--- config.mk ---
export PLATFORM = sky130hd
export DESIGN_NAME = serial_subtractor
export DESIGN_NICKNAME = d
export VERILOG_FILES = /design/src/rtl/serial_sub_pkg.sv /design/src/rtl/full_subtractor.sv /design/src/rtl/serial_subtractor.sv
export SDC_FILE = /design/constraint.sdc
export NUM_CORES = 1
export LEC_CHECK = 0
export ABC_AREA = 0
export BUFFER_PORTS_ARGS = -buffer_cell sky130_fd_sc_hd__buf_2
export CAP_MARGIN = 20
export CORE_MARGIN = 2
export CORE_UTILIZATION = 29
export CTS_BUF_LIST = sky130_fd_sc_hd__clkbuf_4 sky130_fd_sc_hd__clkbuf_8 sky130_fd_sc_hd__clkbuf_16
export CTS_CLUSTER_SIZE = 24
export DETAILED_ROUTE_END_ITERATION = 8
export SLEW_MARGIN = 20
export SYNTH_ARGS = -nofsm -noshare
export SYNTH_HDL_FRONTEND = slang
export SYNTH_HIERARCHICAL = 1
export SYNTH_SLANG_ARGS = --single-unit
--- constraint.sdc ---
create_clock -name clk -period 1.4 [get_ports clk]
set_input_delay 0.28 -clock clk [delete_from_list [all_inputs] [get_ports clk]]
set_output_delay 0.28 -clock clk [all_outputs]
set_load 0.05 [all_outputs]
--- src/rtl/serial_sub_pkg.sv ---
// rtl/serial_sub_pkg.sv - shared definitions for the bit-serial subtractor
// Purpose: FSM state encoding and default operand width for serial_subtractor.
// Ports: none (package).
package serial_sub_pkg;

  localparam int DEFAULT_WIDTH = 4;

  typedef enum logic [1:0] {
    IDLE  = 2'd0,
    SHIFT = 2'd1,
    DONE  = 2'd2
  } state_t;

endpackage

--- src/rtl/full_subtractor.sv ---
// rtl/full_subtractor.sv - single-bit combinational full subtractor cell
// Purpose: computes one bit of a - b - bin and the borrow into the next bit.
// Ports:
//   a   in  minuend bit
//   b   in  subtrahend bit
//   bin in  borrow from the previous (less significant) bit
//   d   out difference bit
//   bo  out borrow out to the next (more significant) bit
module full_subtractor (
  input  logic a,
  input  logic b,
  input  logic bin,
  output logic d,
  output logic bo
);

  assign d  = a ^ b ^ bin;
  // Borrow when a=0,b=1, or when a==b and a borrow is already pending.
  assign bo = (~a & b) | (~(a ^ b) & bin);

endmodule

--- src/rtl/serial_subtractor.sv ---
// rtl/serial_subtractor.sv - bit-serial multi-cycle subtractor, LSB first
// Purpose: computes {bout,diff} = a - b - bin one bit per clock using a single
// full_subtractor cell and a registered borrow. start is honoured only in IDLE;
// the result registers update only on entry to DONE and hold until the next one.
// Optional feature: define SERIAL_SUB_OVF_EN to add the signed-overflow output.
// Ports:
//   clk   in  rising-edge clock
//   rst_n in  synchronous active-low reset
//   start in  operation request, sampled in IDLE
//   a     in  WIDTH  minuend, captured on accept
//   b     in  WIDTH  subtrahend, captured on accept
//   bin   in  borrow-in, captured on accept
//   busy  out high while shifting (WIDTH cycles)
//   done  out one-cycle pulse while in DONE
//   diff  out WIDTH  difference
//   bout  out borrow-out
//   ovf   out signed overflow (SERIAL_SUB_OVF_EN only)
module serial_subtractor
  import serial_sub_pkg::*;
#(
  parameter int WIDTH = DEFAULT_WIDTH
) (
  input  logic             clk,
  input  logic             rst_n,
  input  logic             start,
  input  logic [WIDTH-1:0] a,
  input  logic [WIDTH-1:0] b,
  input  logic             bin,
  output logic             busy,
  output logic             done,
  output logic [WIDTH-1:0] diff,
`ifdef SERIAL_SUB_OVF_EN
  output logic             bout,
  output logic             ovf
`else
  output logic             bout
`endif
);

  localparam int CNT_W = $clog2(WIDTH) + 1;

  state_t           state;
  logic [WIDTH-1:0] a_sh;
  logic [WIDTH-1:0] b_sh;
  // Only the upper WIDTH-1 result bits need storing: the final bit goes
  // straight from the cell into diff on the last shift.
  logic [WIDTH-2:0] d_sh;
  logic             brw;
  logic [CNT_W-1:0] cnt;
  logic             fs_d;
  logic             fs_bo;
  logic [WIDTH-1:0] d_next;
`ifdef SERIAL_SUB_OVF_EN
  logic             a_msb;
  logic             b_msb;
`endif

  full_subtractor u_fs (
    .a   (a_sh[0]),
    .b   (b_sh[0]),
    .bin (brw),
    .d   (fs_d),
    .bo  (fs_bo)
  );

  // New bit enters at the MSB; after WIDTH shifts bit 0 holds the LSB result.
  assign d_next = {fs_d, d_sh};

  always_ff @(posedge clk) begin
    if (!rst_n) begin
      state <= IDLE;
      busy  <= 1'b0;
      done  <= 1'b0;
      diff  <= '0;
      bout  <= 1'b0;
      a_sh  <= '0;
      b_sh  <= '0;
      d_sh  <= '0;
      brw   <= 1'b0;
      cnt   <= '0;
`ifdef SERIAL_SUB_OVF_EN
      ovf   <= 1'b0;
      a_msb <= 1'b0;
      b_msb <= 1'b0;
`endif
    end else begin
      case (state)
        IDLE: begin
          done <= 1'b0;
          if (start) begin
            a_sh  <= a;
            b_sh  <= b;
            brw   <= bin;
            cnt   <= '0;
            d_sh  <= '0;
            busy  <= 1'b1;
            state <= SHIFT;
`ifdef SERIAL_SUB_OVF_EN
            a_msb <= a[WIDTH-1];
            b_msb <= b[WIDTH-1];
`endif
          end
        end

        SHIFT: begin
          a_sh <= a_sh >> 1;
          b_sh <= b_sh >> 1;
          d_sh <= d_next[WIDTH-1:1];
          brw  <= fs_bo;
          cnt  <= cnt + 1'b1;
          if (cnt == CNT_W'(WIDTH - 1)) begin
            busy  <= 1'b0;
            done  <= 1'b1;
            diff  <= d_next;
            bout  <= fs_bo;
            state <= DONE;
`ifdef SERIAL_SUB_OVF_EN
            // Operands of differing sign whose result sign differs from a.
            ovf   <= (a_msb != b_msb) && (fs_d != a_msb);
`endif
          end
        end

        DONE: begin
          done  <= 1'b0;
          state <= IDLE;
        end

        default: begin
          busy  <= 1'b0;
          done  <= 1'b0;
          state <= IDLE;
        end
      endcase
    end
  end

endmodule

# Word-level counts from Yosys, hierarchy flattened
# Cells that the tools add are included.
op_classes:
  add_sub_neg: 1
  n_eq_ne: 5
  n_mux: 15
  bitwise: 8
  n_reduce_logical: 7
ops:
  columns: ["op", "n"]
  rows:
  - ["$pmux W4 S2", 2]
  - ["$pmux W3 S2", 2]
  - ["$mux W4", 2]
  - ["$reduce_and A2 Y1", 4]
  - ["$mux W2", 2]
  - ["$ne A2 B2 Y1 const B", 2]
  - ["$pmux W2 S2", 1]
  - ["$add A3 B1 Y3 const B", 1]
  - ["$eq A3 B2 Y1 const B", 1]
  - ["$mux W1", 3]
  - ["$mux W3", 1]
  - ["$not A1 Y1", 3]
  - ["$pmux W1 S3", 1]
  - ["$reduce_and A3 Y1", 1]
  - ["$and A1 B1 Y1", 2]
  - ["$eq A2 B1 Y1 const B", 1]
  - ["$eq A2 B2 Y1 const B", 1]
  - ["$logic_not A2 Y1", 1]
  - ["$pmux W1 S2", 1]
  - ["$reduce_bool A2 Y1", 1]
  - ["$xor A1 B1 Y1", 2]
  - ["$or A1 B1 Y1", 1]
totals:
  ff_bits: 24
  input_bits: 12
  wordCells: 46

# Logic depth before layout (Yosys ltp)
logic_depth:
  word_depth: 5
  ltp_mapped: 6
  mapped_depth_nobuf: 5

# By module
# The synthesis kept the hierarchy.
by_module_without_submodules:
  columns: ["mod", "n_inst", "cells_each", "area_per_inst_um2", "seq_area_each_um2"]
  rows:
  - ["serial_subtractor", 1, 106, 1052.3, 480.5]
  - ["full_subtractor", 1, 4, 31.3, 0.0]

# Worst setup path after synthesis
# OpenSTA, ideal clock, no wires.
synth_timing:
  kind: "reg-to-reg"
  from: "reg cnt[0]"
  to: "reg bout"
  setup_ps: 70
  arrival_ps: 1153
  required_ps: 1330
  setup_slack_ps: 177
  path_stages_with_launch: 7
  path_buffers: 1
  path_cell_list: "dfxtp_1 -> ha_1 -> ha_1 -> buf_2 -> nand3b_1 -> nand2_1 -> a21boi_1"
synth_between:
  elab_chain_len: 2
synth_rtl:
  columns: ["element", "line_no", "text"]
  rows:
  - ["start, declared", "serial_subtractor.sv:49", "logic [CNT_W-1:0] cnt;"]
  - ["start signal, assigned", "serial_subtractor.sv:110", "cnt <= cnt + 1'b1;"]
  - ["$eq A3 B2 Y1", "serial_subtractor.sv:111", "if (cnt == CNT_W'(WIDTH - 1)) begin"]
  - ["$reduce_and A2 Y1 (no source line)", null, null]
  - ["end signal, assigned", "serial_subtractor.sv:115", "bout <= fs_bo;"]
  - ["end, declared", "serial_subtractor.sv:36", "output logic bout"]
# Every way passes these cells.
# A chain may end at the register's enable or synchronous reset.

# Worst setup path in the final report
layout_timing:
  from: "reg b_sh[0]"
  to: "reg d_sh[2]"
layout_between:
  elab_chain_len: 3
layout_rtl:
  columns: ["element", "line_no", "text"]
  rows:
  - ["start, declared", "serial_subtractor.sv:44", "logic [WIDTH-1:0] b_sh;"]
  - ["start signal, assigned", "serial_subtractor.sv:107", "b_sh <= b_sh >> 1;"]
  - ["$xor A1 B1 Y1 (2 in series)", "full_subtractor.sv:17", "assign d = a ^ b ^ bin;"]
  - ["net fs_d", "serial_subtractor.sv:50", "logic fs_d;"]
  - ["$pmux W3 S2", "serial_subtractor.sv:87", "case (state)"]
  - ["end signal, assigned", "serial_subtractor.sv:108", "d_sh <= d_next[WIDTH-1:1];"]
  - ["end, declared", "serial_subtractor.sv:47", "logic [WIDTH-2:0] d_sh;"]
# The timed path passes the listed nets, and every way through them passes these cells.

==> impl_metrics.toml <==
[status]
status = "complete, no violations"

[timing]
tightest_slew_ns = 0.345
hold_viol = 0
period_share_pct = 88.7
setup_ws_ns = 0.158
rsz0062_at_grt = "no"
fin_worst_skew_ns = 0.00225
slew_viol_final = 0
timing.fmax_mhz = 805
period_needed_ns = 1.24
relSlewSlack_pct = 77.0
finalSetupViolCount = 0
hold_slack_ns = 0.278
setup_tns_ns = 0

[pwr]
p_comb_share_pct = 12.5
p_int_w = 0.00105
switching_share_pct = 23.5
p_total_w = 0.00137
worst_ir_drop_vdd_v = 0.000360
p_sw_w = 0.000321
p_seq_share_pct = 53.8
powerDensity_nw_per_um2 = 1070
clockPowerShare_pct = 33.7
p_leak_nw = 0.535

[detailed_routing]
num_vias = 811
dr.pass1.iters = 2
remaining_drc_errors = 0
ant_nets = 0
routed_via_density = 4.58
routed_wirelength_mm = 1.95
drt-initial-drc-count = 27
wl_per_cell_um = 11.0

[die]
start_util_pct = 29.8
core-area_um2 = 3630
die_h_um = 65.1
num_io_pins = 19
fp.dieW_um = 65.1
rows = 22
dieArea_um2 = 4240

[critical_path]
worstPathMaxFanout = 2
required_ns = 1.56
cp_cell_sequence = "inv_1 > fa_1 > a22oi_1 > nor2b_1"
cp_slowest_stage_delay_ns = 0.49
critical_path_class = "reg2reg"
endpoint_kind = "flop"
worstPathArrival_ns = 1.40
cp_slowest_cell = "fa_1"
start_kind = "flop"

[placement]
numPortBuffers = 18
dp_slack_ns = 0.0510
dp_hpwl_mm = 1.46
placed_area_um2 = 1220
gp_congestion = 0.722

[clock_network]
insertion_delay_ns = 0.26
clkTransAtPathRegs_ns = 0.08
hold_buffers = 0
htree_levels = 1
cts_sinks = 24
cts_tree = "yes"
cts_buffer_depth = 2
root_buffer = "clkbuf_8"
cts_buffers = 3

[flow_run]
drv_cap = 0

[logic_synthesis]
synth_flop_cell = "dfxtp_1"
syn_inst = 110
netlist.area_leader.share_pct = 44.3
yosysWarnings = 6
synth_nets = 125
ys_ff_latch = 24
synth_edf_count = 0
ys_seq_area_share_pct = 44.3
synthArstFlopShare_pct = 0
synth.avg_cell_area_um2 = 9.85
synth_top_cell_by_area = "dfxtp_1"
ys_top_cells_by_area = "dfxtp_1 (44%), nor2b_1 (5.8%), mux2i_1 (4.6%), a22oi_1 (4.2%), o221a_1 (4.2%)"
synth_area_um2 = 1080
yosysMostFrequentCell = "dfxtp_1"
synthTopCellsByCount = "dfxtp_1 (24), nor2b_1 (10), a21oi_1 (8)"
synth_cell_types = 31

[grt]
track_usage_pct = 10.4
overflow = 0
grt_pass1_wl_mm = 3.42
antenna_found_initial = 0
grt_max_degree = 25
grt_pass1_vias = 781

[layout]
n_antenna_cell = 0
syn_to_final_growth_pct = 17.8
nets = 145
stdcell_area_um2 = 1280
layout-drive-gt1-share_pct = 26.4

[worst_hold_path]
hold_class = "in2reg"
==> logic make-up after synthesis <==
family	count (synthesis)	share of synthesized area, %
buf+inv	14	6.93
compound gates	30	20.1
mux	5	4.62
simple gates	34	19.9
flops	24	44.3
fa+ha+maj	3	4.16
==> area by class of cell <==
type,count,area [µm²]
fillers,378,2360
multi-input cells,72,531
flip-flops and latches,24,480
repair buffers,23,128
well taps,48,60.1
clock buffers,4,55.1
inverters,6,22.5
==> placed cells by master, fill, tap and decap left out, drive strengths merged <==
cell     instances
dfxtp           24
buf             23
nor2b           10
a21oi            8
inv              6
a22oi            6
nand2            6
mux2i            5
nand3            5
a21boi           5
o221a            4
o21ai            4
clkbuf           4
nor2             3
nor3b            3
and2b            3
nand2b           2
ha               2
o21bai           1
nand3b           1
o211a            1
and3             1
a2bb2oi          1
fa               1
==> layer usage <==
layer | GRT usage, % | up-vias | share of wire (%)
li1 | - | 419 | -
met2 | 16.2 | 15 | 46
met1 | 13.4 | 372 | 48
met3 | 1.54 | 5 | 3.5
met4 | 7.03 | 0 | 3.1
met5 | 0 | - | 0
==> path summary, 6_finish.rpt <==
kind	start	end	cells after the start	slack, ns
setup / recovery	b_sh[0]$_SDFFE_PN0P_	d_sh[2]$_SDFFE_PN0P_	4	0.16
hold / removal	a[3]	a_sh[3]$_SDFFE_PN0P_	3	0.28
setup reg to reg	b_sh[0]$_SDFFE_PN0P_	d_sh[2]$_SDFFE_PN0P_	4	0.16
hold reg to reg	diff[3]$_SDFFE_PN0P_	diff[3]$_SDFFE_PN0P_	2	0.45
==> through the flow <==
| step | instances | util, % |
|---|---|---|
| after global placement | 173 | 33.5 |
| after global routing | 177 | 35.1 |
| after detailed placement | 173 | 33.5 |
| after CTS | 177 | 35.1 |
| final | 177 | 35.1 |
| after floorplan | 110 | - |
==> power by group through the flow <==
stage	registers, W	clock network (W)	logic [W]
2_1_floorplan	0.000754	0	0.000125
3_3_place_gp	0.000750	0	0.000169
3_5_place_dp	0.000753	0	0.000174
4_1_cts	0.000737	0.000474	0.000175
5_1_grt	0.000742	0.000509	0.000193
6_report	0.000736	0.000461	0.000171
==> what timing repair did <==
action                     CTS  global route
setup buffers                0             0
setup endpoints to repair    0             4
resized for setup            0             1
==> worst max-delay path: cells and delay by family, from the launching register on <==
family	cells	cell delay (ns)
and+or+nand+nor	1	0.06
buffers and inverters	1	0.06
DFF	1	0.34
AOI/OAI and AO/OA	1	0.19
adders and majority gates	1	0.49
==> flip-flops by register name (all words and copies together), names as in the netlist <==
register and flops:
bout 1, cnt 3, d_sh 3, b_sh 4, a_sh 4, busy 1, state 2, brw 1
diff 4, done 1
No activity file was read; power rests on OpenSTA's default activity.
